$ cat src/rtl/verdict_pkg.sv
// verdict_collector shared types
// stream widths, snapshot bundle, serializer states
package verdict_pkg;

  localparam int NUM_OUT = 3;
  localparam int DATA_W  = 64;
  localparam int TS_W    = 32;
  localparam int ID_W    = (NUM_OUT > 1) ? $clog2(NUM_OUT) : 1;

  typedef struct packed {
    logic [NUM_OUT-1:0]        aktv;
    logic [NUM_OUT*DATA_W-1:0] vals;
    logic [TS_W-1:0]           ts;
  } snap_t;

  typedef enum logic {
    IDLE,
    EMIT
  } state_t;

  // index of the lowest set bit (0 when none)
  function automatic logic [ID_W-1:0] lsb_idx(
    input logic [NUM_OUT-1:0] m
  );
    lsb_idx = '0;
    for (int i = NUM_OUT - 1; i >= 0; i--) begin
      if (m[i]) lsb_idx = ID_W'(i);
    end
  endfunction

endpackage

$ cat src/rtl/verdict_fifo.sv
// snapshot FIFO for verdict_collector
// a pop loads the head into registered read data
module verdict_fifo
  import verdict_pkg::*;
#(
  parameter int DEPTH = 8
) (
  input  logic                   i_clk,
  input  logic                   i_rst,
  input  logic                   i_push,
  input  snap_t                  i_wdata,
  input  logic                   i_pop,
  output snap_t                  o_rdata,
  output logic                   o_full,
  output logic                   o_empty,
  output logic [$clog2(DEPTH):0] o_count
);

  localparam int AW = $clog2(DEPTH);
  localparam logic [AW:0] FULL_CNT = (AW + 1)'(DEPTH);

  snap_t         r_mem [DEPTH];
  snap_t         r_rdata;
  logic [AW-1:0] r_wr;
  logic [AW-1:0] r_rd;
  logic [AW:0]   r_cnt;
  logic          w_do_pop;
  logic          w_do_push;

  // a full FIFO still takes a write when the head leaves on the same edge
  assign w_do_pop  = i_pop && (r_cnt != '0);
  assign w_do_push = i_push && ((r_cnt != FULL_CNT) || w_do_pop);

  assign o_rdata = r_rdata;
  assign o_full  = (r_cnt == FULL_CNT);
  assign o_empty = (r_cnt == '0);
  assign o_count = r_cnt;

  // storage array, no reset needed
  always_ff @(posedge i_clk) begin
    if (w_do_push) r_mem[r_wr] <= i_wdata;
  end

  // pointers, occupancy and read data register
  always_ff @(posedge i_clk) begin
    if (i_rst) begin
      r_wr    <= '0;
      r_rd    <= '0;
      r_cnt   <= '0;
      r_rdata <= '0;
    end else begin
      if (w_do_push) r_wr <= r_wr + 1'b1;
      if (w_do_pop) begin
        r_rd    <= r_rd + 1'b1;
        r_rdata <= r_mem[r_rd];
      end
      unique case ({w_do_push, w_do_pop})
        2'b10:   r_cnt <= r_cnt + 1'b1;
        2'b01:   r_cnt <= r_cnt - 1'b1;
        default: r_cnt <= r_cnt;
      endcase
    end
  end

endmodule

$ cat src/rtl/verdict_collector.sv
// verdict_collector: timestamps monitor outputs
// and streams (id, value, ts) words on valid/ready
module verdict_collector #(
  parameter int NUM_OUT = verdict_pkg::NUM_OUT,
  parameter int DATA_W  = verdict_pkg::DATA_W,
  parameter int TS_W    = verdict_pkg::TS_W,
  parameter int DEPTH   = 8
) (
  input  logic                        clk,
  input  logic                        rst,
  input  logic                        en,
  input  logic [NUM_OUT*DATA_W-1:0]   out_val,
  input  logic [NUM_OUT-1:0]          out_aktv,
  output logic                        m_valid,
  input  logic                        m_ready,
  output logic [verdict_pkg::ID_W-1:0] m_id,
  output logic [DATA_W-1:0]           m_value,
  output logic [TS_W-1:0]             m_ts,
  output logic                        m_last,
  output logic                        overflow,
  output logic [15:0]                 drop_cnt
);

  import verdict_pkg::*;

  localparam int CW = $clog2(DEPTH) + 1;

  state_t           r_state;
  state_t           w_next;
  logic [TS_W-1:0]  r_ts;
  logic             r_ovf;
  logic [15:0]      r_drop;
  logic [NUM_OUT-1:0] r_done;

  snap_t            w_wdata;
  snap_t            w_head;
  logic             w_full;
  logic             w_empty;
  logic [CW-1:0]    w_count;
  logic             w_pop;
  logic             w_cap;
  logic             w_push;
  logic             w_drop;
  logic             w_hs;
  logic             w_last;
  logic [NUM_OUT-1:0] w_rem;
  logic [NUM_OUT-1:0] w_bit;
  logic [ID_W-1:0]  w_id;

  verdict_fifo #(
    .DEPTH (DEPTH)
  ) u_fifo (
    .i_clk   (clk),
    .i_rst   (rst),
    .i_push  (w_push),
    .i_wdata (w_wdata),
    .i_pop   (w_pop),
    .o_rdata (w_head),
    .o_full  (w_full),
    .o_empty (w_empty),
    .o_count (w_count)
  );

  // snapshot assembly and admission
  always_comb begin
    w_wdata      = '0;
    w_wdata.aktv = out_aktv;
    w_wdata.vals = out_val;
    w_wdata.ts   = r_ts;
    w_cap  = en && (|out_aktv);
    w_push = w_cap && (!w_full || w_pop);
    w_drop = w_cap && !w_push;
  end

  // remaining streams of the working snapshot
  always_comb begin
    w_rem  = w_head.aktv & ~r_done;
    w_bit  = w_rem & (~w_rem + 1'b1);
    w_id   = lsb_idx(w_rem);
    w_last = ((w_rem & ~w_bit) == '0);
  end

  // serial port view, zeroed while idle
  always_comb begin
    m_valid = (r_state == EMIT);
    w_hs    = m_valid && m_ready;
    m_id    = '0;
    m_value = '0;
    m_ts    = '0;
    m_last  = 1'b0;
    if (m_valid) begin
      m_id    = w_id;
      m_value = w_head.vals[w_id*DATA_W +: DATA_W];
      m_ts    = w_head.ts;
      m_last  = w_last;
    end
  end

  // next state and pop request
  always_comb begin
    w_next = r_state;
    w_pop  = 1'b0;
    unique case (r_state)
      IDLE: begin
        if (!w_empty) begin
          w_pop  = 1'b1;
          w_next = EMIT;
        end
      end
      EMIT: begin
        if (w_hs && w_last) begin
          if (!w_empty) w_pop = 1'b1;
          else          w_next = IDLE;
        end
      end
    endcase
  end

  // serializer state register
  always_ff @(posedge clk) begin
    if (rst) r_state <= IDLE;
    else     r_state <= w_next;
  end

  // streams already emitted from the working snapshot
  always_ff @(posedge clk) begin
    if (rst)        r_done <= '0;
    else if (w_pop) r_done <= '0;
    else if (w_hs)  r_done <= r_done | w_bit;
  end

  // free-running capture timestamp
  always_ff @(posedge clk) begin
    if (rst)     r_ts <= '0;
    else if (en) r_ts <= r_ts + 1'b1;
  end

  // sticky overflow and saturating drop count
  always_ff @(posedge clk) begin
    if (rst) begin
      r_ovf  <= 1'b0;
      r_drop <= '0;
    end else if (w_drop) begin
      r_ovf <= 1'b1;
      if (r_drop != 16'hFFFF) r_drop <= r_drop + 1'b1;
    end
  end

  assign overflow = r_ovf;
  assign drop_cnt = r_drop;

endmodule

$ cat config.mk
export PLATFORM = sky130hd
export DESIGN_NAME = verdict_collector
export DESIGN_NICKNAME = d
export VERILOG_FILES = /design/src/rtl/verdict_pkg.sv /design/src/rtl/verdict_fifo.sv /design/src/rtl/verdict_collector.sv
export SDC_FILE = /design/constraint.sdc
export NUM_CORES = 2
export LEC_CHECK = 0
export CELL_PAD_IN_SITES_DETAIL_PLACEMENT = 1
export CELL_PAD_IN_SITES_GLOBAL_PLACEMENT = 1
export CORE_UTILIZATION = 35
export CTS_BUF_LIST = sky130_fd_sc_hd__clkbuf_16
export DETAILED_ROUTE_END_ITERATION = 8
export PLACE_DENSITY_LB_ADDON = 0.1
export SETUP_SLACK_MARGIN = 0.5
export SLEW_MARGIN = 15
export SYNTH_ARGS = -nofsm -noshare
export SYNTH_HDL_FRONTEND = slang
export SYNTH_SLANG_ARGS = --single-unit
$ cat constraint.sdc
create_clock -name clk -period 48.7 [get_ports clk]
set_input_delay 7.305 -clock clk [delete_from_list [all_inputs] [get_ports clk]]
set_output_delay 7.305 -clock clk [all_outputs]
set_load 0.005 [all_outputs]
# After elaboration in Yosys (flattened, before gate mapping)
# Memory sizes are Yosys's and may differ from the RTL's. A register that Yosys moved wholly into a read port is not among the register bits.
# Index checks and enable logic that the tools add are counted.
# W data, S select, Z words.
[word_totals]
mem_bits_rw = 1816
mem_count = 1
inputBits = 199
wordCells = 63
ff_bits = 63
output_inout_bits = 117
[memory_table]
columns = ["memory", "words", "word_bits", "rd", "rd_ports_with_merged_regs", "write_ports", "line", "source"]
rows = [
  ["u_fifo.r_mem", 8, 227, 1, 1, 1, "verdict_fifo.sv:22", "snap_t r_mem [DEPTH];"],
]
[op_classes]
n_eq_ne = 5
n_mux = 15
add_sub_neg = 7
reduce_logical = 18
n_shift = 1
n_bitwise = 8
[ops]
columns = ["cell", "count"]
rows = [
  ["$shiftx A192 B9 Y64", 1],
  ["$mux W64", 1],
  ["$add A32 B1 Y32 const B", 1],
  ["$mux W32", 1],
  ["$add A16 B1 Y16 const B", 1],
  ["$ne A16 B16 Y1 const B", 1],
  ["$add A3 B1 Y3 const B", 3],
  ["$and A3 B3 Y3", 3],
  ["$not A3 Y3", 3],
  ["$mux W2", 4],
  ["$pmux W4 S2", 1],
  ["$logic_and A1 B1 Y1", 7],
  ["$mux W1", 6],
  ["$add A4 B1 Y4 const B", 1],
  ["$eq A4 B4 Y1 const B", 1],
  ["$logic_not A4 Y1", 1],
  ["$ne A4 B4 Y1 const B", 1],
  ["$pmux W1 S2", 2],
  ["$reduce_bool A4 Y1", 1],
  ["$sub A4 B1 Y4 const B", 1],
  ["$logic_not A3 Y1", 1],
  ["$or A3 B3 Y3", 1],
  ["$reduce_or A3 Y1", 1],
  ["$eq A2 B1 Y1 const B", 1],
  ["7 further kinds", 9],
]

# Depth between registers and ports, before layout
[logic_depth]
word_depth = 16
mapped_depth = 12
depth_no_buf = 11

# Cells and area by module
# From an unflattened synthesis, not the netlist that was laid out.
[unflattened]
cells_unflattened = 4029
hier_area_um2 = 78723.0
[modules_own_cells]
columns = ["mod", "area_per_inst_um2", "cells_each", "seq_area_each_um2", "instances"]
rows = [
  ["verdict_fifo", 74390.1, 3466, 59276.9, 1],
  ["verdict_collector", 4332.9, 563, 1061.0, 1],
]

# Worst setup path after synthesis
# Ideal clock, no wire load.
[synth_path]
kind = "in2reg"
startpoint = "input port m_ready"
endpoint = "memory u_fifo.r_mem[0][0] in the netlist's numbering, enable pin"
arrival_time_ps = 29178
stages = 4
setup_ps = 1370
required_ps = 47330
path_buffers = 1
path_slack_ps = 18152
cell_sequence = "clkbuf_1 a21o_1 nand2_1 nor4_1"
[synth_between]
elab_chain_len = 9
[synth_lines]
columns = ["element", "line", "source"]
rows = [
  ["start: declaration", "verdict_collector.sv:15", "input logic m_ready,"],
  ["$logic_and A1 B1 Y1 *", "verdict_collector.sv:86", "w_hs = m_valid && m_ready;"],
  ["$logic_and A1 B1 Y1 *", "verdict_collector.sv:111", "if (w_hs && w_last) begin"],
  ["$mux W1 *", "verdict_collector.sv:111", ""],
  ["$pmux W1 S2 *", "verdict_collector.sv:103", "unique case (r_state)"],
  ["$logic_or A1 B1 Y1 / $logic_and A1 B1 Y1 (equally long branches)", "verdict_collector.sv:71, verdict_fifo.sv:31", ""],
  ["$logic_and A1 B1 Y1 / $logic_or A1 B1 Y1 (equally long branches)", "verdict_collector.sv:71, verdict_fifo.sv:32", ""],
  ["$logic_and A1 B1 Y1 *", "verdict_fifo.sv:32", "assign w_do_push = i_push && ((r_cnt != FULL_CNT) || w_do_pop);"],
  ["$mux W1 *", "verdict_fifo.sv:41", "if (w_do_push) r_mem[r_wr] <= i_wdata;"],
  ["$mux W1 (not written as such) *", "verdict_fifo.sv:41", ""],
  ["end: declaration", "verdict_fifo.sv:22", ""],
]
# Mark *: on every way between the ends. The rest lies on a longest branch, timed or not.

# Worst setup path in the final report
[layout_path]
startpoint = "register r_done[1]"
endpoint = "output port m_value[14]"
[layout_between]
elab_chain_len = 6
[layout_lines]
columns = ["element", "line", "source"]
rows = [
  ["start: declaration", "verdict_collector.sv:33", "logic [NUM_OUT-1:0] r_done;"],
  ["start signal: assignment", "verdict_collector.sv:129", "else if (w_hs) r_done <= r_done | w_bit;"],
  ["$not A3 Y3", "verdict_collector.sv:77", "w_rem = w_head.aktv & ~r_done;"],
  ["$and A3 B3 Y3", "verdict_collector.sv:77", ""],
  ["$mux W2 (2 in a row)", "verdict_pkg.sv:27", "if (m[i]) lsb_idx = ID_W'(i);"],
  ["$shiftx A192 B9 Y64", "verdict_collector.sv:93", "m_value = w_head.vals[w_id*DATA_W +: DATA_W];"],
  ["$mux W64", "verdict_collector.sv:91", "if (m_valid) begin"],
  ["end: declaration", "verdict_collector.sv:17", "output logic [DATA_W-1:0] m_value,"],
]
# No other way between the ends.

==> reports/summary.md <==
The final total power came out at 5.11 mW. For this run, the top clock speed supported by timing is 0.0863 GHz. The tools report the final setup slack of the worst path as 37110 ps. In this run the remaining antenna-violating nets after routing total 0. After the first detailed-routing iteration, the DRC count stood at 2834. The tools report the synthesized instance count as 4037. The kind of launch point of the worst setup path is a register. The parity-gate share of the synthesized area counting xor and xnor cells is 0.00347, and the adder and majority cell fraction of the synthesized area is 0.00136. The cell type with the largest total area after synthesis is sky130_fd_sc_hd__edfxtp_1. The tools report the clock latency reported for the late side of the worst-skew pair as 860 ps. The worst hold-check path type was reg2reg.

Setup violations remaining at the end of the flow were counted as 0. The die covers 0.233 mm2. In the final layout, the multi-input gates occupy 0.0192 mm2. The tools report the remaining routing DRC violations as 0. In the layout the commonest cells are sky130_fd_sc_hd__edfxtp_1, sky130_fd_sc_hd__mux4_2, sky130_fd_sc_hd__clkdlybuf4s50_1.

For this design the top-level I/O count stands at 316. The fraction of layout cells with a size suffix above 1 is 0.202, and the portion of total power attributed to sequential cells is 0.423. The global-route usage over all layers is 0.188. In the post-synthesis netlist, the biggest area contributors are sky130_fd_sc_hd__edfxtp_1, sky130_fd_sc_hd__mux4_2, sky130_fd_sc_hd__dfxtp_1.

Arrival time of the worst setup path: 4280 ps. The net switching fraction of the power came out at 0.302. The congestion estimate from routability-driven global placement came to 0.716.

Dividing the detail-routed via count by the number of cells gives 5.32. The main combinational cell family by area after synthesis was multiplexers. For the finished layout, the period the worst path requires is 11590 ps.

Final hold analysis gives a worst-case slack of 495 ps. The critical path in this run is classified as reg2out. For the worst ir drop on vdd, the log shows 0.0555 mV. Share of the synthesized area in the top cell type: 0.676. Wires add up to 219000 um. Summed over all failing endpoints, the final setup total negative slack is 0 ps. The share of the synthesized area in compound gates (AO/OA/AOI/OAI) was 0.0517; the worst-case setup slack after placement was 36740 ps. The library cell used as clock root buffer was sky130_fd_sc_hd__clkbuf_16. The critical-path cell with the highest stage delay is sky130_fd_sc_hd__buf_4. Averaged over all synthesized cells, the footprint is 20.0 um2.

The power density relative to cell area is 54.0 mW/mm2, and the worst max-slew margin expressed relative to the limit is 0.114. In this run the core area contains 175 standard-cell rows. The fraction of the cycle the final worst path needs works out to 0.238.

The simple-gate share of the synthesized area was 0.0171. The clock transition at the registers of the reported paths was 60 ps. For the final-stage net count, the log shows 4583. The number of enable-type register cells in the synthesized netlist was 1816; the number of global-route vias before repair was 42900.

The number of post-CTS setup repair buffers was 0. After synthesis the cells add up to 0.0807 mm2. The number of instances resized during post-cts repair came out at 0. The total clock buffers created by CTS was 228.

In this run the static leakage power is 29.8 nW. Counting both buffers and inverters, the worst setup path holds a total of 3. Most common flop cell mapped by yosys: sky130_fd_sc_hd__edfxtp_1. The mux share of post-synthesis cell area came out at 0.163. For the number of maximum-capacitance violations, the log shows 0. The die boundary width is 482 um. The part of the total power dissipated in the clock network is 0.328, and the routed length per instance is 28.8 um. On the final layout, the worst clock skew is 33.5 ps.

The tools report the total core area as 0.228 mm2. The tools report the placed wire-length estimate as 122000 um. The most common cell after layout, fill and taps aside is sky130_fd_sc_hd__edfxtp_1.

For the number of hold violations in the final report, the log shows 0. The maximum fanout encountered on the critical timing path was 39. During synthesis, Yosys emitted a total of 0 warnings.

Proportion of synthesized flip-flops having asynchronous set or reset: 0. The run gives 0.250 as the portion of total power attributed to combinational logic. The tools report the final count of pins violating max slew as 0. From bottom edge to top edge, the die measures 482 um. The internal portion of the total power is 3.56 mW. The clock passes through at most 3 buffers.

The aggregate global routing overflow was 0. The number of hold buffers added after CTS was 0. Sequential cell area in the final layout: 0.0604 mm2. For this run, the slowest stage of the critical path takes 660 ps. Summed over all nets, the switching power comes to 1.54 mW.

In this design, the critical path's most frequently occurring cell is sky130_fd_sc_hd__buf_4. Setup repair after global routing left no endpoint under its margin. The fraction of the yosys area taken by sequential cells was 0.747. The first global-routing pass estimated 315000 um of wire.

During placement, the flow inserted port buffers numbering 315. The run finished with clean final reports. Counting the fill cells in the layout gives 21500. The number of H-tree branching levels came out at 4.

The initial standard-cell utilization of the core was 0.353; the count of unique library cells instantiated by Yosys was 48. The area growth from synthesis to layout was 17.1%. For this design, the sink count on the clock tree is 2106.

Top cell family by delay on the critical path: buffers and inverters. The initial antenna violation count was 48. In this run, synthesis produced a sequential element count of 2106. TritonCTS built the clock tree. At the pin with the least slew margin, the transition time is 1330 ps. The detailed-routing iteration count for the pre-antenna-repair pass is 5.

The signal on the critical path passes through nand2b_1 -> nor2_4 -> buf_4 -> buf_4 -> mux2i_1 -> nand2_1 -> o211a_1 -> clkdlybuf4s50_1. STA puts the critical path data required time at 41400 ps. Synthesis produced a netlist with a net count of 4243.

The fraction of the core area covered by cells at the end of the flow is 0.414. Overall via count from detail_route: 40400. STA classifies the critical path endpoint as an output pin.

The pin count of the biggest net entering global routing came out at 153.
==> metal layers <==
layer	up-vias	global-route usage	routed length, um
li1	17400	-	-
met4	48	0.0458	4210
met5	-	0	312
met2	758	0.281	97600
met3	317	0.0402	11700
met1	21900	0.279	105000
==> flip-flops by register name, indices dropped and copies added, names as in the netlist <==
signal / flops
m_valid: 1
r_done: 3
u_fifo.o_rdata: 227
u_fifo.r_rd: 3
drop_cnt: 16
u_fifo.r_wr: 3
u_fifo.r_mem: 1816
overflow: 1
r_ts: 32
u_fifo.o_count: 4
==> final timing paths <==
path | startpoint | endpoint | slack (ps) | cells after the start
max | r_done[1]$_SDFFE_PP0N_ | m_value[14] | 37110 | 8
min | overflow$_SDFFE_PP0P_ | overflow$_SDFFE_PP0P_ | 500 | 2
max reg2reg | u_fifo.r_rd[0]$_SDFFE_PP0P_ | u_fifo.o_rdata[133]$_SDFFE_PP0P_ | 44000 | 6
min reg2reg | overflow$_SDFFE_PP0P_ | overflow$_SDFFE_PP0P_ | 500 | 2
==> Yosys cell counts (2+ instances only) <==
library cell,instances
sky130_fd_sc_hd__clkbuf_1,130
sky130_fd_sc_hd__or4_1,11
sky130_fd_sc_hd__a21oi_1,253
sky130_fd_sc_hd__nor4bb_1,2
sky130_fd_sc_hd__nand2_1,84
sky130_fd_sc_hd__nand3_1,22
sky130_fd_sc_hd__a211oi_2,62
sky130_fd_sc_hd__dfxtp_1,290
sky130_fd_sc_hd__and3_1,4
sky130_fd_sc_hd__nor2b_1,6
sky130_fd_sc_hd__mux2_2,3
sky130_fd_sc_hd__nor2_1,43
sky130_fd_sc_hd__buf_4,5
sky130_fd_sc_hd__edfxtp_1,1816
sky130_fd_sc_hd__buf_2,112
sky130_fd_sc_hd__ha_1,7
sky130_fd_sc_hd__a31oi_1,3
sky130_fd_sc_hd__buf_1,32
sky130_fd_sc_hd__maj3_2,2
sky130_fd_sc_hd__mux2i_1,293
sky130_fd_sc_hd__and4_1,8
sky130_fd_sc_hd__nand2b_1,6
sky130_fd_sc_hd__nor3_1,16
sky130_fd_sc_hd__o31ai_1,13
sky130_fd_sc_hd__xor2_1,11
sky130_fd_sc_hd__o21ai_0,11
sky130_fd_sc_hd__a211oi_1,165
sky130_fd_sc_hd__o211a_1,64
sky130_fd_sc_hd__xnor2_1,21
sky130_fd_sc_hd__nand4_1,8
sky130_fd_sc_hd__inv_1,8
sky130_fd_sc_hd__nor4_1,13
sky130_fd_sc_hd__o21a_1,2
sky130_fd_sc_hd__or3_1,8
sky130_fd_sc_hd__and2_1,36
sky130_fd_sc_hd__mux4_2,454
sky130_fd_sc_hd__o21ai_2,2
==> worst register-to-register path: cells and delay by family, from the launching register on <==
kind	cells	cell delay (ps)
compound gates	1	180
buf+inv	3	2220
mux	2	1250
flops	1	870
==> power by group through the flow <==
stage               sequential (mW)  clock [mW]  combinational (mW)
floorplan                      2.16           0               0.890
global placement               2.20           0                1.30
detailed placement             2.20           0                1.31
CTS                            2.16        1.72                1.31
global route                   2.17        1.79                1.38
finish                         2.16        1.67                1.28
==> logic make-up (layout without fill, tap and decap cells) <==
| group | after synthesis | in the layout |
|---|---|---|
| other | 0 | 10 |
| multiplexers | 750 | 750 |
| XOR/XNOR | 32 | 32 |
| AND/OR/NAND/NOR | 271 | 271 |
| AO/OA/AOI/OAI | 581 | 581 |
| buffers and inverters | 288 | 829 |
| adder cells (fa/ha/maj) | 9 | 9 |
| flip-flops | 2106 | 2106 |
==> metrics by stage <==
stage,instance area (um2),instances
2_1_floorplan,80700,4037
3_3_place_gp,87300,7156
3_5_place_dp,87300,7156
4_1_cts,94500,7587
5_1_grt,94500,7591
6_report,94500,7597
==> cell type report <==
| cell class | count | share of cell area |
|---|---|---|
| diodes | 10 | 0.000265 |
| clock buffers | 231 | 0.0611 |
| clock inverters | 200 | 0.0154 |
| inverters | 8 | 0.000318 |
| multi-input cells | 1643 | 0.203 |
| flip-flops and latches | 2106 | 0.638 |
| well taps | 3009 | 0.0398 |
| repair buffers | 390 | 0.0412 |
No activity file was read; power rests on OpenSTA's default activity.
